**config.mk**
```make
export PLATFORM = sky130hd
export DESIGN_NAME = elastic_rr_arbiter_flat
export DESIGN_NICKNAME = d
export VERILOG_FILES = /design/src/rtl/elastic_rr_arbiter_if.sv /design/src/rtl/elastic_rr_arbiter.sv /design/src/flat_wrapper.sv
export SDC_FILE = /design/constraint.sdc
export NUM_CORES = 1
export LEC_CHECK = 0
export ABC_CLOCK_PERIOD_IN_PS = 3400
export BUFFER_PORTS_ARGS = -buffer_cell sky130_fd_sc_hd__clkbuf_2
export CAP_MARGIN = 20
export CORE_MARGIN = 3
export CORE_UTILIZATION = 46
export DETAILED_ROUTE_END_ITERATION = 7
export PLACE_DENSITY = 0.9
export SKIP_LAST_GASP = 1
export SYNTH_ARGS = -nofsm -noshare
export SYNTH_HDL_FRONTEND = slang
export SYNTH_SLANG_ARGS = --single-unit
```
**constraint.sdc**
```tcl
create_clock -name clk_i -period 3.4 [get_ports clk_i]
set_clock_uncertainty 0.15 [all_clocks]
set_input_delay 0.34 -clock clk_i [delete_from_list [all_inputs] [get_ports clk_i]]
set_output_delay 0.34 -clock clk_i [all_outputs]
set_load 0.02 [all_outputs]
```
**src/rtl/elastic_rr_arbiter_if.sv**
```systemverilog
// Handshake bundle between num_req_p producers, the round-robin arbiter and one consumer.
// The slave modport is the arbiter's view; the master modport is the environment's view.
interface elastic_rr_arbiter_if #(
   parameter int unsigned width_p   = 8,
   parameter int unsigned num_req_p = 4
);
   localparam int unsigned Idw = (num_req_p > 1) ? $clog2(num_req_p) : 1;

   logic [num_req_p-1:0]         req_valid;
   logic [num_req_p*width_p-1:0] req_data;
   logic [num_req_p-1:0]         req_last;
   logic [num_req_p-1:0]         req_ready;
   logic                         out_valid;
   logic [width_p-1:0]           out_data;
   logic                         out_last;
   logic [Idw-1:0]               out_grant_id;
   logic                         out_ready;

   modport slave (
      input  req_valid, req_data, req_last, out_ready,
      output req_ready, out_valid, out_data, out_last, out_grant_id
   );

   modport master (
      output req_valid, req_data, req_last, out_ready,
      input  req_ready, out_valid, out_data, out_last, out_grant_id
   );
endinterface

```
**src/rtl/elastic_rr_arbiter.sv**
```systemverilog
// Round-robin arbiter feeding one registered valid/ready output stage, with optional
// packet locking so a granted requester keeps the stage until its last beat.
module elastic_rr_arbiter #(
   parameter int unsigned width_p        = 8,
   parameter int unsigned num_req_p      = 4,
   parameter bit          lock_packets_p = 1'b1
) (
   input logic                 clk_i,
   input logic                 reset_ni,
   elastic_rr_arbiter_if.slave bus_if
);
   localparam int unsigned Idw = (num_req_p > 1) ? $clog2(num_req_p) : 1;
   localparam logic [Idw-1:0] LastId = Idw'(num_req_p - 1);

   typedef enum logic {StIdle, StLocked} state_e;

   state_e               state_q, state_d;
   logic [Idw-1:0]       ptr_q, ptr_d;
   logic [Idw-1:0]       lock_id_q, lock_id_d;
   logic                 valid_q, valid_d;
   logic [width_p-1:0]   data_q, data_d;
   logic                 last_q, last_d;
   logic [Idw-1:0]       gid_q, gid_d;

   logic                 accept;
   logic                 grant_found;
   logic [Idw-1:0]       grant_id;
   int unsigned          scan_idx;
   logic [width_p-1:0]   sel_data;
   logic                 sel_last;
   logic                 sel_valid;
   logic                 xfer;
   logic [num_req_p-1:0] ready;

   function automatic logic [Idw-1:0] next_id(input logic [Idw-1:0] id);
      return (id == LastId) ? '0 : id + 1'b1;
   endfunction

   assign accept = ~valid_q | bus_if.out_ready;

   // Search from ptr_q upward; a locked owner keeps the grant even while idle.
   always_comb begin
      grant_found = 1'b0;
      grant_id    = '0;
      scan_idx    = 0;
      if (state_q == StLocked) begin
         grant_found = 1'b1;
         grant_id    = lock_id_q;
      end else begin
         for (int unsigned i = 0; i < num_req_p; i++) begin
            scan_idx = (int'(ptr_q) + i) % num_req_p;
            if (!grant_found && bus_if.req_valid[scan_idx]) begin
               grant_found = 1'b1;
               grant_id    = Idw'(scan_idx);
            end
         end
      end
   end

   // One-hot select so non-granted data never reaches the output register.
   always_comb begin
      sel_data  = '0;
      sel_last  = 1'b0;
      sel_valid = 1'b0;
      ready     = '0;
      for (int unsigned k = 0; k < num_req_p; k++) begin
         if (grant_id == Idw'(k)) begin
            sel_data  = bus_if.req_data[k*width_p +: width_p];
            sel_last  = bus_if.req_last[k];
            sel_valid = bus_if.req_valid[k];
            ready[k]  = accept & grant_found;
         end
      end
   end

   assign xfer = accept & grant_found & sel_valid;

   always_comb begin
      state_d   = state_q;
      ptr_d     = ptr_q;
      lock_id_d = lock_id_q;
      valid_d   = valid_q;
      data_d    = data_q;
      last_d    = last_q;
      gid_d     = gid_q;
      if (accept) begin
         valid_d = xfer;
         if (xfer) begin
            data_d = sel_data;
            last_d = sel_last;
            gid_d  = grant_id;
         end
      end
      if (xfer) begin
         if (!lock_packets_p) begin
            ptr_d = next_id(grant_id);
         end else begin
            unique case (state_q)
               StIdle: begin
                  if (sel_last) begin
                     ptr_d = next_id(grant_id);
                  end else begin
                     state_d   = StLocked;
                     lock_id_d = grant_id;
                  end
               end
               StLocked: begin
                  if (sel_last) begin
                     state_d = StIdle;
                     ptr_d   = next_id(lock_id_q);
                  end
               end
               default: state_d = StIdle;
            endcase
         end
      end
   end

   always_ff @(posedge clk_i or negedge reset_ni) begin
      if (!reset_ni) begin
         state_q   <= StIdle;
         ptr_q     <= '0;
         lock_id_q <= '0;
         valid_q   <= 1'b0;
         data_q    <= '0;
         last_q    <= 1'b0;
         gid_q     <= '0;
      end else begin
         state_q   <= state_d;
         ptr_q     <= ptr_d;
         lock_id_q <= lock_id_d;
         valid_q   <= valid_d;
         data_q    <= data_d;
         last_q    <= last_d;
         gid_q     <= gid_d;
      end
   end

   assign bus_if.req_ready    = ready;
   assign bus_if.out_valid    = valid_q;
   assign bus_if.out_data     = data_q;
   assign bus_if.out_last     = last_q;
   assign bus_if.out_grant_id = gid_q;
endmodule

```
**src/flat_wrapper.sv**
```systemverilog
// flat-port wrapper written by rule: the top's interface ports become plain ports
module elastic_rr_arbiter_flat 
#(
   parameter int unsigned width_p        = 8,
   parameter int unsigned num_req_p      = 4,
   parameter bit          lock_packets_p = 1'b1
)
  (clk_i, reset_ni, bus_if_req_valid, bus_if_req_data, bus_if_req_last, bus_if_out_ready, bus_if_req_ready, bus_if_out_valid, bus_if_out_data, bus_if_out_last, bus_if_out_grant_id);
  elastic_rr_arbiter_if #(.width_p(width_p), .num_req_p(num_req_p)) bus_if_i ();
  input logic clk_i;
  input logic reset_ni;
  input wire logic [$bits(bus_if_i.req_valid)-1:0] bus_if_req_valid;
  input wire logic [$bits(bus_if_i.req_data)-1:0] bus_if_req_data;
  input wire logic [$bits(bus_if_i.req_last)-1:0] bus_if_req_last;
  input wire logic [$bits(bus_if_i.out_ready)-1:0] bus_if_out_ready;
  output wire logic [$bits(bus_if_i.req_ready)-1:0] bus_if_req_ready;
  output wire logic [$bits(bus_if_i.out_valid)-1:0] bus_if_out_valid;
  output wire logic [$bits(bus_if_i.out_data)-1:0] bus_if_out_data;
  output wire logic [$bits(bus_if_i.out_last)-1:0] bus_if_out_last;
  output wire logic [$bits(bus_if_i.out_grant_id)-1:0] bus_if_out_grant_id;
  assign bus_if_i.req_valid = bus_if_req_valid;
  assign bus_if_i.req_data = bus_if_req_data;
  assign bus_if_i.req_last = bus_if_req_last;
  assign bus_if_i.out_ready = bus_if_out_ready;
  assign bus_if_req_ready = bus_if_i.req_ready;
  assign bus_if_out_valid = bus_if_i.out_valid;
  assign bus_if_out_data = bus_if_i.out_data;
  assign bus_if_out_last = bus_if_i.out_last;
  assign bus_if_out_grant_id = bus_if_i.out_grant_id;
  elastic_rr_arbiter #(.width_p(width_p), .num_req_p(num_req_p), .lock_packets_p(lock_packets_p)) u_core (.clk_i(clk_i), .reset_ni(reset_ni), .bus_if(bus_if_i));
endmodule
```
==> flow_metrics.py <==
metrics = {
    "run_status": {
        "status": "complete, no violations",
    },
    "sta": {
        "fmax_mhz": 326,
        "slew_headroom_pct": 65.7,
        "tightest_slew_ps": 513,
        "report.final.slew_viol_count": 0,
        "setup_viol": 0,
        "tns_ps": 0,
        "hold_viol": 0,
        "fin_crit_sh_pct": 90.3,
        "rsz0062_at_grt": "no",
        "setup_ws_ps": 330,
        "fin_crit_ps": 3070,
    },
    "worst_setup_path": {
        "rr_startpoint": "u_core.state_q",
        "crit_path_max_incr_delay_ps": 540,
        "reg2reg_depth": 9,
        "critPathKind": "register to register",
        "cpMostUsedCell": "buf_4",
        "crit_cells": 9,
        "end_kind": "register",
        "path_cells": "inv_1 -> a311oi_1 -> buf_4 -> ha_1 -> buf_4 -> a211oi_1 -> a221o_1 -> nor4_1 -> mux2_2",
        "crit_buf_inv": 3,
        "ff2ff_setup_slack_ps": 330,
        "worstPathMaxFanout": 10,
        "r2r-end": "u_core.lock_id_q[0]",
        "critical-path-slowest-cell": "dfrtp_1",
        "crit_required_ps": 3450,
        "startpoint_type": "register",
        "worst_ep_arrival_time_ps": 3120,
        "critPathTopFamily": "compound AO/OA/AOI/OAI gates",
        "startpoint": "u_core.state_q",
        "endpoint": "u_core.lock_id_q[0]",
    },
    "worst_hold_path": {
        "hold_class": "input pin to register",
        "hold_path_startpoint": "bus_if_out_ready",
    },
    "logic_synthesis": {
        "ys_top_cells_by_count": "17 x dfrtp_1, 11 x nand2_1, 9 x a221oi_1, 9 x nor2b_1",
        "synth_edf_count": 0,
        "synthCells": 128,
        "seq_area_frac_synth_pct": 33.9,
        "avgSynthCellArea_um2": 9.81,
        "ys_top_cells_by_area": "dfrtp_1 34%, mux2_4 9.6%, a221oi_1 6.3%",
        "yosysWarnings": 0,
        "synthMostInstantiatedCell": "dfrtp_1",
        "yosysUniqueCellTypes": 34,
        "synth_top_area_cell": "dfrtp_1",
        "synth.net_count": 176,
        "async_flop_share_pct": 100,
        "ys_seq_elements": 17,
        "synth_area_mm2": 0.00126,
        "synth_top_area_share_pct": 33.9,
        "yosys_most_used_dff": "dfrtp_1",
    },
    "grt": {
        "grt_usage_pct": 21.4,
        "overflow": 0,
        "grt_pass1_vias": 1192,
        "antenna_found_initial": 0,
        "grt_max_degree": 20,
        "top_usage_layer": "met2",
        "met3_usage_pct": 4.23,
        "globalRouteMet2Util_pct": 34.5,
        "grt_pass1_wl_um": 5560,
        "grt_util_met1_pct": 29.1,
    },
    "drt": {
        "vias": 1222,
        "drt_iter0_drc": 49,
        "ant_nets": 0,
        "first_pass_iters": 4,
        "routed_wl_um": 3420,
        "wl_per_cell_um": 15.7,
        "drc": 0,
        "via_per_inst": 5.61,
    },
    "power_and_ir_drop": {
        "p_leak_nw": 0.835,
        "p_per_area_mw_per_mm2": 1140,
        "p_total_w": 0.00184,
        "irDropWorstVdd_uv": 748,
    },
    "placed_design": {
        "dp.cells": 213,
        "dp_hpwl_um": 2810,
        "globalplace.congestion": 0.908,
        "numPortBuffers": 58,
        "pre_cts_ws_ps": 332,
    },
    "clocking": {
        "clkLatencyLatePin_ps": 300,
        "cts-root-buf": "clkbuf_4",
        "clkSlewWorstSetupHoldPaths_ps": 110,
        "clk_path_buf_depth": 2,
        "cts-htree-levels": 1,
        "cts_resized": 0,
        "tritoncts": "yes",
        "cts_made_buffers": 3,
        "clkSinkCount": 17,
    },
    "floorplan": {
        "rows": 18,
        "ios": 59,
        "fp.dieW_um": 58.3,
        "start_util_pct": 49.4,
        "core-area_mm2": 0.00254,
        "dieArea_mm2": 0.00339,
        "die_y_um": 58.3,
    },
    "finish": {
        "final_layout_size_suffix_gt1_share_pct": 44.1,
        "final_cells": 218,
        "fin_util_pct": 63.5,
        "insertedDiodeCount": 0,
        "fill_cells": 206,
        "syn2layout_area_growth_pct": 28.7,
        "nets": 237,
    },
    "job": {
        "cap_violations": 0,
    },
}
-- how the worst min path moves through the flow --
stage | to | slack [ps] | cells after the start
after detailed placement | u_core.ptr_q[0] | 150 | 1
after global routing | u_core.bus_if.out_data[4] | 220 | 4
after global placement | u_core.ptr_q[1] | 140 | 1
final | u_core.bus_if.out_valid | 220 | 3
after CTS | u_core.bus_if.out_valid | 220 | 3
after floorplan | u_core.bus_if.out_data[0] | -110 | 0
-- area by class of cell --
cell class	count	area, um2	share of cell area (%)
well taps	30	37.5	2.32
flip-flops and latches	17	425	26.3
inverters	8	30.0	1.86
multi-input cells	94	751	46.4
clock buffers	3	22.5	1.39
repair buffers	65	345	21.4
clock inverters	1	5.00	0.310
-- logic make-up (layout without fill, tap and decap cells) --
| logic type | after synthesis | count (layout) | share of synthesized area, % |
|---|---|---|---|
| multiplexers | 15 | 15 | 15.5 |
| adder cells (fa/ha/maj) | 5 | 5 | 4.98 |
| buffers and inverters | 17 | 77 | 6.37 |
| AND/OR/NAND/NOR | 40 | 40 | 18.4 |
| AO/OA/AOI/OAI | 34 | 34 | 20.8 |
| flip-flops | 17 | 17 | 33.9 |
-- layout by cell type (no fill, tap or decap), types with 3 or more instances in the layout --
master and instances:
a211oi_1 3, nand2_1 11, nand2b_1 5, and2_1 4, a21oi_1 3, mux2i_1 3
mux2_4 8, dfrtp_1 17, ha_1 5, clkbuf_4 3, nor2b_1 9, inv_1 8
o31ai_1 8, mux2_2 4, buf_4 6, clkbuf_2 58, a221oi_1 9
-- worst reg2reg max path, cell delays in order (launching register included) --
cell and delay (ps):
dfrtp_1 540, inv_1 160, a311oi_1 350, buf_4 200, ha_1 180, buf_4 170, a211oi_1 60, a221o_1 370
nor4_1 410, mux2_2 380
-- per-stage QoR --
step                      hold slack [ps]  instance area [um2]
final                                 217                 1620
after global routing                  221                 1620
after CTS                             222                 1620
after detailed placement              149                 1580
after global placement                135                 1580
after floorplan                      -106                 1260
-- registers in the layout (all words and copies together), names as in the netlist --
register	cells
u_core.bus_if.out_data	8
u_core.lock_id_q	2
u_core.bus_if.out_grant_id	2
u_core.state_q	1
u_core.ptr_q	2
u_core.bus_if.out_valid	1
u_core.bus_if.out_last	1
-- what timing repair did --
item                                   4_1_cts  5_1_grt
buffers inserted                             0        0
endpoints found under the hold margin       17        0
hold buffers                                 1        0
-- where the power goes --
part / internal (W) / switching [W]
sequential: 0.000311 / 0.0000780
combinational: 0.000653 / 0.000684
clock: 0.0000439 / 0.0000734
total: 0.00101 / 0.000836
-- per-layer routing --
| layer | vias to the layer above | wire length [um] |
|---|---|---|
| met1 | 575 | 1410 |
| met4 | 0 | 36 |
| met3 | 5 | 200 |
| li1 | 597 | - |
| met5 | - | 0 |
| met2 | 45 | 1770 |
No activity file was read; power rests on OpenSTA's default activity.
